**config.mk**
```make
export PLATFORM = sky130hd
export DESIGN_NAME = frame_sequencer
export DESIGN_NICKNAME = d
export VERILOG_FILES = /design/src/rtl/frame_sequencer.sv
export SDC_FILE = /design/constraint.sdc
export NUM_CORES = 1
export LEC_CHECK = 0
export CAP_MARGIN = 5
export CORE_MARGIN = 1.5
export CORE_UTILIZATION = 47
export DETAILED_ROUTE_END_ITERATION = 10
export PLACE_DENSITY = 0.79
export SLEW_MARGIN = 20
export SYNTH_ARGS = -nofsm -noshare
export SYNTH_HDL_FRONTEND = slang
export SYNTH_SLANG_ARGS = --single-unit
```
**constraint.sdc**
```tcl
create_clock -name clk -period 2 [get_ports clk]
set_clock_uncertainty 0.15 [all_clocks]
set_input_delay 0.6 -clock clk [delete_from_list [all_inputs] [get_ports clk]]
set_output_delay 0.6 -clock clk [all_outputs]
set_load 0.01 [all_outputs]
```
**src/rtl/frame_sequencer.sv**
```systemverilog
// frame_sequencer
// Generates the modulo-PERIOD frame counter (count40) consumed by the
// test-mode FSM and schedules runs of a programmed number of frames, or a
// free run that ends only on a graceful stop request.
//
// Ports:
//   clk          in   rising-edge clock
//   rst          in   synchronous active-high reset
//   start_req    in   level start request, held until start_ack
//   frames_i     in   frames to run (0 = free-run), sampled with the start
//   stop_req     in   graceful stop, honoured only while running
//   start_ack    out  one-cycle pulse, start accepted
//   count_o      out  frame counter 0..PERIOD-1
//   count_valid  out  count_o is live
//   frame_start  out  count_o == 0 while live
//   frame_end    out  count_o == PERIOD-1 while live
//   last_frame   out  the current frame is the final one
//   busy         out  a run is in progress
//   done         out  one-cycle pulse after a completed run
//   frames_done  out  frames completed since the last start
//
// Every output is a register loaded from the matching w_*_nxt value.

module frame_sequencer #(
  parameter int PERIOD   = 40,
  parameter int CNT_W    = 6,
  parameter int FRAMES_W = 8
) (
  input  logic                clk,
  input  logic                rst,
  input  logic                start_req,
  input  logic [FRAMES_W-1:0] frames_i,
  input  logic                stop_req,
  output logic                start_ack,
  output logic [CNT_W-1:0]    count_o,
  output logic                count_valid,
  output logic                frame_start,
  output logic                frame_end,
  output logic                last_frame,
  output logic                busy,
  output logic                done,
  output logic [FRAMES_W-1:0] frames_done
);

  if ((PERIOD < 2) || (PERIOD > (2 ** CNT_W))) begin : g_period_check
    $error("frame_sequencer: PERIOD must lie in 2 .. 2**CNT_W");
  end

  localparam logic [CNT_W-1:0]    LAST_CNT = CNT_W'(PERIOD - 1);
  localparam logic [FRAMES_W-1:0] ONE_FRM  = FRAMES_W'(1);

  typedef enum logic [1:0] {
    S_IDLE = 2'd0,
    S_RUN  = 2'd1,
    S_STOP = 2'd2
  } state_t;

  state_t              r_state;
  state_t              w_state_nxt;
  logic [FRAMES_W-1:0] r_frames_left;
  logic [FRAMES_W-1:0] w_frames_left_nxt;
  logic [FRAMES_W-1:0] w_frames_dec;

  logic                w_start_ack_nxt;
  logic [CNT_W-1:0]    w_count_nxt;
  logic                w_valid_nxt;
  logic                w_fstart_nxt;
  logic                w_fend_nxt;
  logic                w_last_nxt;
  logic                w_busy_nxt;
  logic                w_done_nxt;
  logic [FRAMES_W-1:0] w_frames_done_nxt;

  logic                w_wrap;
  logic [CNT_W-1:0]    w_cnt_inc;

  // Counter wrap detection and the counter's successor value.
  always_comb begin
    w_wrap       = (count_o == LAST_CNT);
    w_cnt_inc    = w_wrap ? {CNT_W{1'b0}} : (count_o + CNT_W'(1));
    w_frames_dec = r_frames_left - ONE_FRM;
  end

  // Next-state and next-output decode; every output is recomputed each cycle.
  always_comb begin
    w_state_nxt       = r_state;
    w_frames_left_nxt = r_frames_left;
    w_start_ack_nxt   = 1'b0;
    w_count_nxt       = {CNT_W{1'b0}};
    w_valid_nxt       = 1'b0;
    w_fstart_nxt      = 1'b0;
    w_fend_nxt        = 1'b0;
    w_last_nxt        = 1'b0;
    w_busy_nxt        = 1'b0;
    w_done_nxt        = 1'b0;
    w_frames_done_nxt = frames_done;

    case (r_state)
      S_IDLE: begin
        // A start wins over any concurrent stop, which is simply dropped.
        if (start_req) begin
          w_start_ack_nxt   = 1'b1;
          w_frames_left_nxt = frames_i;
          w_frames_done_nxt = {FRAMES_W{1'b0}};
          w_valid_nxt       = 1'b1;
          w_busy_nxt        = 1'b1;
          w_fstart_nxt      = 1'b1;
          if (frames_i == ONE_FRM) begin
            w_state_nxt = S_STOP;
            w_last_nxt  = 1'b1;
          end else begin
            w_state_nxt = S_RUN;
            w_last_nxt  = 1'b0;
          end
        end else begin
          w_state_nxt = S_IDLE;
        end
      end

      S_RUN: begin
        w_count_nxt  = w_cnt_inc;
        w_valid_nxt  = 1'b1;
        w_busy_nxt   = 1'b1;
        w_fstart_nxt = (w_cnt_inc == {CNT_W{1'b0}});
        w_fend_nxt   = (w_cnt_inc == LAST_CNT);
        if (w_wrap) begin
          w_frames_done_nxt = frames_done + ONE_FRM;
        end else begin
          w_frames_done_nxt = frames_done;
        end

        if (stop_req && w_wrap) begin
          // Stop landing on frame_end: the ending frame is the last one.
          w_state_nxt  = S_IDLE;
          w_done_nxt   = 1'b1;
          w_count_nxt  = {CNT_W{1'b0}};
          w_valid_nxt  = 1'b0;
          w_busy_nxt   = 1'b0;
          w_fstart_nxt = 1'b0;
          w_fend_nxt   = 1'b0;
        end else if (stop_req) begin
          w_state_nxt = S_STOP;
          w_last_nxt  = 1'b1;
        end else if (w_wrap && (r_frames_left != {FRAMES_W{1'b0}})) begin
          // Counted run; frames_left stays 0 throughout a free run.
          w_frames_left_nxt = w_frames_dec;
          if (w_frames_dec == ONE_FRM) begin
            w_state_nxt = S_STOP;
            w_last_nxt  = 1'b1;
          end else begin
            w_state_nxt = S_RUN;
          end
        end else begin
          w_state_nxt = S_RUN;
        end
      end

      S_STOP: begin
        if (w_wrap) begin
          w_state_nxt       = S_IDLE;
          w_done_nxt        = 1'b1;
          w_frames_done_nxt = frames_done + ONE_FRM;
        end else begin
          w_state_nxt  = S_STOP;
          w_count_nxt  = w_cnt_inc;
          w_valid_nxt  = 1'b1;
          w_busy_nxt   = 1'b1;
          w_last_nxt   = 1'b1;
          w_fstart_nxt = (w_cnt_inc == {CNT_W{1'b0}});
          w_fend_nxt   = (w_cnt_inc == LAST_CNT);
        end
      end

      default: begin
        w_state_nxt = S_IDLE;
      end
    endcase
  end

  // State, frame bookkeeping and registered outputs.
  always_ff @(posedge clk) begin
    if (rst) begin
      r_state       <= S_IDLE;
      r_frames_left <= {FRAMES_W{1'b0}};
      start_ack     <= 1'b0;
      count_o       <= {CNT_W{1'b0}};
      count_valid   <= 1'b0;
      frame_start   <= 1'b0;
      frame_end     <= 1'b0;
      last_frame    <= 1'b0;
      busy          <= 1'b0;
      done          <= 1'b0;
      frames_done   <= {FRAMES_W{1'b0}};
    end else begin
      r_state       <= w_state_nxt;
      r_frames_left <= w_frames_left_nxt;
      start_ack     <= w_start_ack_nxt;
      count_o       <= w_count_nxt;
      count_valid   <= w_valid_nxt;
      frame_start   <= w_fstart_nxt;
      frame_end     <= w_fend_nxt;
      last_frame    <= w_last_nxt;
      busy          <= w_busy_nxt;
      done          <= w_done_nxt;
      frames_done   <= w_frames_done_nxt;
    end
  end

endmodule
```
==> results of run 1 <==
==> repair_timing <==
item / 4_1_cts / 5_1_grt
setup buffers: 0 / 1
setup endpoints to repair: 14 / 16
resized for setup: 12 / 22
pin swaps: 10 / 5
==> worst max path at each step <==
stage | end | start | cells past startpoint | slack [ps]
2_1_floorplan | r_state[0]$_SDFF_PP0_ | r_frames_left[0]$_SDFFE_PP0P_ | 8 | -20
3_3_place_gp | r_frames_left[6]$_SDFFE_PP0P_ | stop_req | 5 | -310
3_5_place_dp | r_frames_left[5]$_SDFFE_PP0P_ | stop_req | 5 | -390
4_1_cts | r_state[0]$_SDFF_PP0_ | r_frames_left[1]$_SDFFE_PP0P_ | 8 | -40
5_1_grt | r_state[0]$_SDFF_PP0_ | r_frames_left[1]$_SDFFE_PP0P_ | 8 | -90
6_report | r_state[0]$_SDFF_PP0_ | r_frames_left[1]$_SDFFE_PP0P_ | 8 | -30
==> placed cells by master, fill, tap and decap left out, types with 6 or more instances in the layout <==
| master | netlist | final |
|---|---|---|
| clkdlybuf4s50_1 | 0 | 20 |
| inv_1 | 9 | 7 |
| nor2_1 | 20 | 18 |
| buf_4 | 1 | 38 |
| nand2_1 | 15 | 15 |
| dfxtp_1 | 29 | 23 |
| nor3_1 | 8 | 8 |
| o21ai_0 | 10 | 9 |
| clkbuf_8 | 0 | 7 |
| ha_1 | 11 | 8 |
| dfxtp_2 | 0 | 6 |
| nand3_1 | 14 | 14 |
| dlygate4sd2_1 | 0 | 7 |
| a21oi_1 | 13 | 12 |
==> layer usage <==
| layer | up-vias | global-route usage | share of wire |
|---|---|---|---|
| li1 | 948 | - | - |
| met1 | 904 | 0.321 | 0.45 |
| met2 | 78 | 0.427 | 0.47 |
| met3 | 11 | 0.0565 | 0.062 |
| met4 | 0 | 0.0938 | 0.015 |
| met5 | - | 0 | 0 |
==> critical path: stages (launching register included) <==
cell       delay [ps]
dfxtp_2           350
inv_4              50
ha_4              150
nor3b_4           150
buf_6             130
a211o_1           310
a2111oi_4         230
a21oi_1           130
a32o_1            270
==> cells by family after synthesis <==
family / share of synthesized area
AOI/OAI and AO/OA: 0.217
adders and majority gates: 0.0748
buffers and inverters: 0.0510
and+or+nand+nor: 0.287
xor gates and xnor gates: 0.0381
muxes: 0.0170
DFF: 0.315
==> stage by stage <==
step           area [µm²]  cells  hold slack (ps)  worst slack, ps
2_1_floorplan        1880    219              320            -15.4
3_3_place_gp         2490    328              328             -315
3_5_place_dp         2490    328              332             -386
4_1_cts              2600    336              341            -40.0
5_1_grt              2690    337              388            -86.4
6_report             2690    337              335            -33.5
==> final cells by class <==
cell class | count | share of cell area
flip-flops and latches | 29 | 0.218
repair buffers | 72 | 0.235
inverters | 9 | 0.0144
multi-input cells | 171 | 0.473
clock buffers | 7 | 0.0358
clock inverters | 1 | 0.00186
well taps | 48 | 0.0223
==> report_power, final <==
group          switching, W  internal (W)  leakage [nW]  total [W]
Combinational      0.000261      0.000245         0.848   0.000506
Clock              0.000230      0.000311        0.0542   0.000540
Sequential        0.0000359      0.000606         0.239   0.000642
==> registers in the layout, summed over array words and instances (netlist names) <==
| name | flops |
|---|---|
| r_frames_left | 8 |
| busy | 1 |
| r_state | 1 |
| last_frame | 1 |
| frame_end | 1 |
| start_ack | 1 |
| count_o | 6 |
| frame_start | 1 |
| frames_done | 8 |
| done | 1 |
==> impl_metrics.toml, run 1 <==
[critical_path]
worstPathArrival_ps = 2060
regToRegStartpoint = "r_frames_left[1]$_SDFFE_PP0P_"
ff2ff_setup_slack_ps = -30
crit_type = "register to register"
required_ps = 2030
crit_path_start_kind = "register"
critPathCaptureType = "register"
path_max_fanout = 2
reg2reg_depth = 8
worstReg2RegEnd = "r_state[0]$_SDFF_PP0_"

[timing]
hold_viol = 0
drv_slew = 0
max_clock_freq_mhz = 492
worst_pin_slew_ps = 414
fin_crit_ps = 2030
slew_headroom = 0.722
finalSetupViolCount = 3
finalSetupTns_ps = -46.8
finalCritPeriodShare = 1.02
rsz0062_at_grt = "yes"
final.setup.worst_slack_ps = -33.5

[floorplan]
core_um2 = 3720
start_util = 0.495
ioPinCount = 33
rows = 22
die_x_um = 65.6
chipHeight_um = 65.6
die_area_um2 = 4300

[status]
status = "complete, but fails checks"
violations = "setup timing"

[grt]
grt_pass1_vias = 1879
grt_usage = 0.255
grt_max_degree = 16
antenna_found_initial = 0
grt_overflow = 0
grt_pass1_wl_mm = 8.54

[logic_synthesis]
synth_common_cells = "dfxtp_1, nor2_1, nand2_1, nand3_1, a21oi_1"
synth_nets = 242
ys_seq_area_frac = 0.315
async_flop_share = 0
synth_area_leaders = "dfxtp_1, ha_1, nor2_1"
netlist.area_leader.share = 0.315
synth_area_um2 = 1840
synthDistinctLibCells = 55
synth_ff_type = "dfxtp_1"
yosysMostFrequentCell = "dfxtp_1"
synth_seq_cells = 29
avgSynthCellArea_um2 = 8.40
syn_inst = 219
synth_warnings = 0
synth_area_leader_cell = "dfxtp_1"
synth_edf_count = 0

[cells_and_area]
fillers = 281
n_antenna_cell = 0
multi_input_area_um2 = 1270
drive_above_1_share = 0.270
syn_to_final_growth_pct = 46.3
regArea_um2 = 588
final_nets = 311
postLayoutCoreUtil = 0.725

[hold_path]
hold_start = "frames_done[1]$_SDFFE_PP0P_"
holdPathEnd = "frames_done[1]$_SDFFE_PP0P_"
hold_path.class = "register to register"
whs_path_depth = 2

[detailed_routing]
drtAntennaViolNets = 0
drc_errors = 0
drt_iter0_markers = 170
vias = 1941
wirelength_mm = 5.32
vias_per_cell = 5.76
avgRoutedWirePerCell_um = 15.8
dr.pass1.iters = 4

[cts]
clockBufferDepth = 2
cts_buffers = 5
cts-root-buf = "clkbuf_8"
htree_levels = 2
ctsHoldBuffers = 0
cts_tree = "built"
clkTransAtPathRegs_ps = 70
clock_sinks = 29
clk_latency_ps = 280

[power_and_ir_drop]
ir_drop_mv = 0.593
power_density_nw_per_um2 = 627
total_power_w = 0.00169
p_leak_nw = 1.14

[place]
dp.final_hpwl_mm = 3.84
gp_congestion = 0.912
portBuffers = 32

[flow_run]
max_cap_violations = 0
Power figures use the tool's default switching activity.
==> run 2: changes to the inputs <==
CELL_PAD_IN_SITES_DETAIL_PLACEMENT = 0   (was unset)
CELL_PAD_IN_SITES_GLOBAL_PLACEMENT = 2   (was unset)
CORE_UTILIZATION = 28   (was 47)
PLACE_DENSITY = 0.8   (was 0.79)
RECOVER_POWER = 100   (was unset)
SLEW_MARGIN = unset   (was 20)
==> run 2 against run 1 <==
Effect of this change:
- the flow still finishes with violations (setup timing)
- final cell count rose by 12%
- flip-flop and latch count did not move
- utilization fell by 29 points
- combinational power increased by 0.8%
- non-clock buffer count increased by 11
- worst hold slack gained 4.0 ps
- largest power group unchanged
- highest routed layer unchanged
==> impl_metrics.toml, run 2 (synthesis gave the netlist of run 1 again) <==
[timing]
whs_ps = 339
rsz0062_at_grt = "yes"
final.setup.worst_slack_ps = -0.939
finalCritPeriodShare = 1.00
drv_slew = 0
worst_pin_slew_ps = 487
max_clock_freq_mhz = 500
finalSetupTns_ps = -0.939
slew_headroom = 0.675
fin_crit_ps = 2000
finalSetupViolCount = 1
hold_viol = 0

[critical_path]
crit_type = "register to register"
crit_family = "compound AO/OA/AOI/OAI gates"
ff2ff_setup_slack_ps = -0.9
required_ps = 2030
cp_slowest_cell = "a2111o_1"
cp-startpoint = "r_frames_left[0]$_SDFFE_PP0P_"
regToRegStartpoint = "r_frames_left[0]$_SDFFE_PP0P_"
worstReg2RegEnd = "r_frames_left[5]$_SDFFE_PP0P_"
path_cells = "inv_4 -> ha_4 -> nor3b_4 -> a2111o_1 -> o21ai_4 -> mux2i_1 -> a21oi_1"
slowest_delay_ps = 490
cp.depth = 7
path_max_fanout = 4
crit_buf_inv = 1
critPathCaptureType = "register"
endpoint = "r_frames_left[5]$_SDFFE_PP0P_"
reg2reg_depth = 7
crit_path_start_kind = "register"
worstPathArrival_ps = 2030

[place]
gp_congestion = 0.793
portBuffers = 32
dp_worst_setup_slack_ps = -360
dp.cells = 366
dp.final_hpwl_mm = 4.12

[grt]
grt_pass1_vias = 1781
grt_max_degree = 16
grt_usage = 0.155
antenna_found_initial = 0
grt_pass1_wl_mm = 8.71
grt_overflow = 0

[power_and_ir_drop]
clkPwrFrac = 0.324
power.switching_w = 0.000531
comb_power_share = 0.300
ir_drop_mv = 0.336
internal-power_w = 0.00117
power_density_nw_per_um2 = 614
p_leak_nw = 1.09
power_frac_seq = 0.376
netSwitchingFraction = 0.312
total_power_w = 0.00170

[cts]
htree_levels = 2
clock_sinks = 29
clk_latency_ps = 280
clkTransAtPathRegs_ps = 70
cts_buffers = 5
cts_tree = "built"
cts-root-buf = "clkbuf_8"
clockBufferDepth = 2

[floorplan]
die_area_um2 = 7070
start_util = 0.290
chipHeight_um = 84.1
core_um2 = 6350
ioPinCount = 33
rows = 29
die_x_um = 84.1

[cells_and_area]
top_regs = "frames_done x8, r_frames_left x8, count_o x6"
syn_to_final_growth_pct = 50.4
instances_no_fill = 377
drive_above_1_share = 0.287
multi_input_area_um2 = 1260
fillers = 634
layout_common_cells = "buf_4, dfxtp_1, nor2_1"
final_nets = 322
n_antenna_cell = 0
regArea_um2 = 591
mostFrequentLayoutCell = "buf_4"

[detailed_routing]
drtAntennaViolNets = 0
vias_per_cell = 5.04
dr.pass1.iters = 4
wirelength_mm = 5.34
avgRoutedWirePerCell_um = 14.2
drc_errors = 0
vias = 1899
drt_iter0_markers = 97

[status]
status = "complete, but fails checks"
violations = "setup timing"

[hold_path]
hold_path.class = "register to register"

[flow_run]
max_cap_violations = 0
run 2: changes by cell type in the layout (fill, tap and decap cells not counted), moves of 3 or more:
| cell | previous run | this run |
|---|---|---|
| buf_4 | 38 | 46 |
| clkdlybuf4s25_1 | 0 | 5 |
| dlymetal6s2s_1 | 5 | 1 |
| clkbuf_2 | 0 | 3 |
| clkdlybuf4s50_1 | 20 | 17 |
| dlygate4sd3_1 | 0 | 3 |
run 2: how the worst min path moves through the flow:
stage,startpoint,to,slack [ps],cells after the start
CTS,frames_done[0]$_SDFFE_PP0P_,frames_done[0]$_SDFFE_PP0P_,340,2
global route,frames_done[0]$_SDFFE_PP0P_,frames_done[0]$_SDFFE_PP0P_,380,2
finish,frames_done[0]$_SDFFE_PP0P_,frames_done[0]$_SDFFE_PP0P_,340,2
detailed placement,frames_done[7]$_SDFFE_PP0P_,frames_done[7]$_SDFFE_PP0P_,340,2
global placement,frames_done[7]$_SDFFE_PP0P_,frames_done[7]$_SDFFE_PP0P_,330,2
floorplan,r_frames_left[1]$_SDFFE_PP0P_,r_frames_left[1]$_SDFFE_PP0P_,320,2
run 2: per-layer routing:
layer / track usage / vias up / wire [µm]
li1: - / 964 / -
met1: 0.212 / 883 / 2550
met2: 0.247 / 42 / 2450
met3: 0.0317 / 10 / 256
met4: 0.0402 / 0 / 82
met5: 0 / - / 0
run 2: worst reg2reg max path: stages, from the launching register on:
cell	delay [ps]
dfxtp_2	360
inv_4	60
ha_4	150
nor3b_4	160
a2111o_1	490
o21ai_4	230
mux2i_1	200
a21oi_1	80
run 2: layout make-up:
| cell class | count | share of cell area |
|---|---|---|
| Clock buffer | 7 | 0.0348 |
| Clock inverter | 1 | 0.00181 |
| Timing Repair Buffer | 83 | 0.248 |
| Sequential cell | 29 | 0.213 |
| Inverter | 9 | 0.0131 |
| Tap cell | 77 | 0.0348 |
| Multi-Input combinational cell | 171 | 0.454 |
run 2: what timing repair did:
| action | CTS | global route |
|---|---|---|
| hold buffers | 0 | 0 |
| endpoints found under the hold margin | 0 | 0 |
| buffers inserted | 0 | 3 |
| setup endpoints to repair | 15 | 17 |
| pin swaps | 3 | 9 |
| gates resized for setup | 9 | 22 |
run 2: metrics by stage:
step | util | cell area [µm²]
finish | 0.436 | 2770
global route | 0.436 | 2770
CTS | 0.424 | 2690
detailed placement | 0.408 | 2590
global placement | 0.408 | 2590
floorplan | - | 1880
run 2: power groups by stage:
stage / registers [W] / clock network [W] / logic (W)
2_1_floorplan: 0.000651 / 0 / 0.000252
3_3_place_gp: 0.000648 / 0 / 0.000483
3_5_place_dp: 0.000649 / 0 / 0.000479
4_1_cts: 0.000637 / 0.000566 / 0.000482
5_1_grt: 0.000645 / 0.000592 / 0.000556
6_report: 0.000640 / 0.000551 / 0.000510
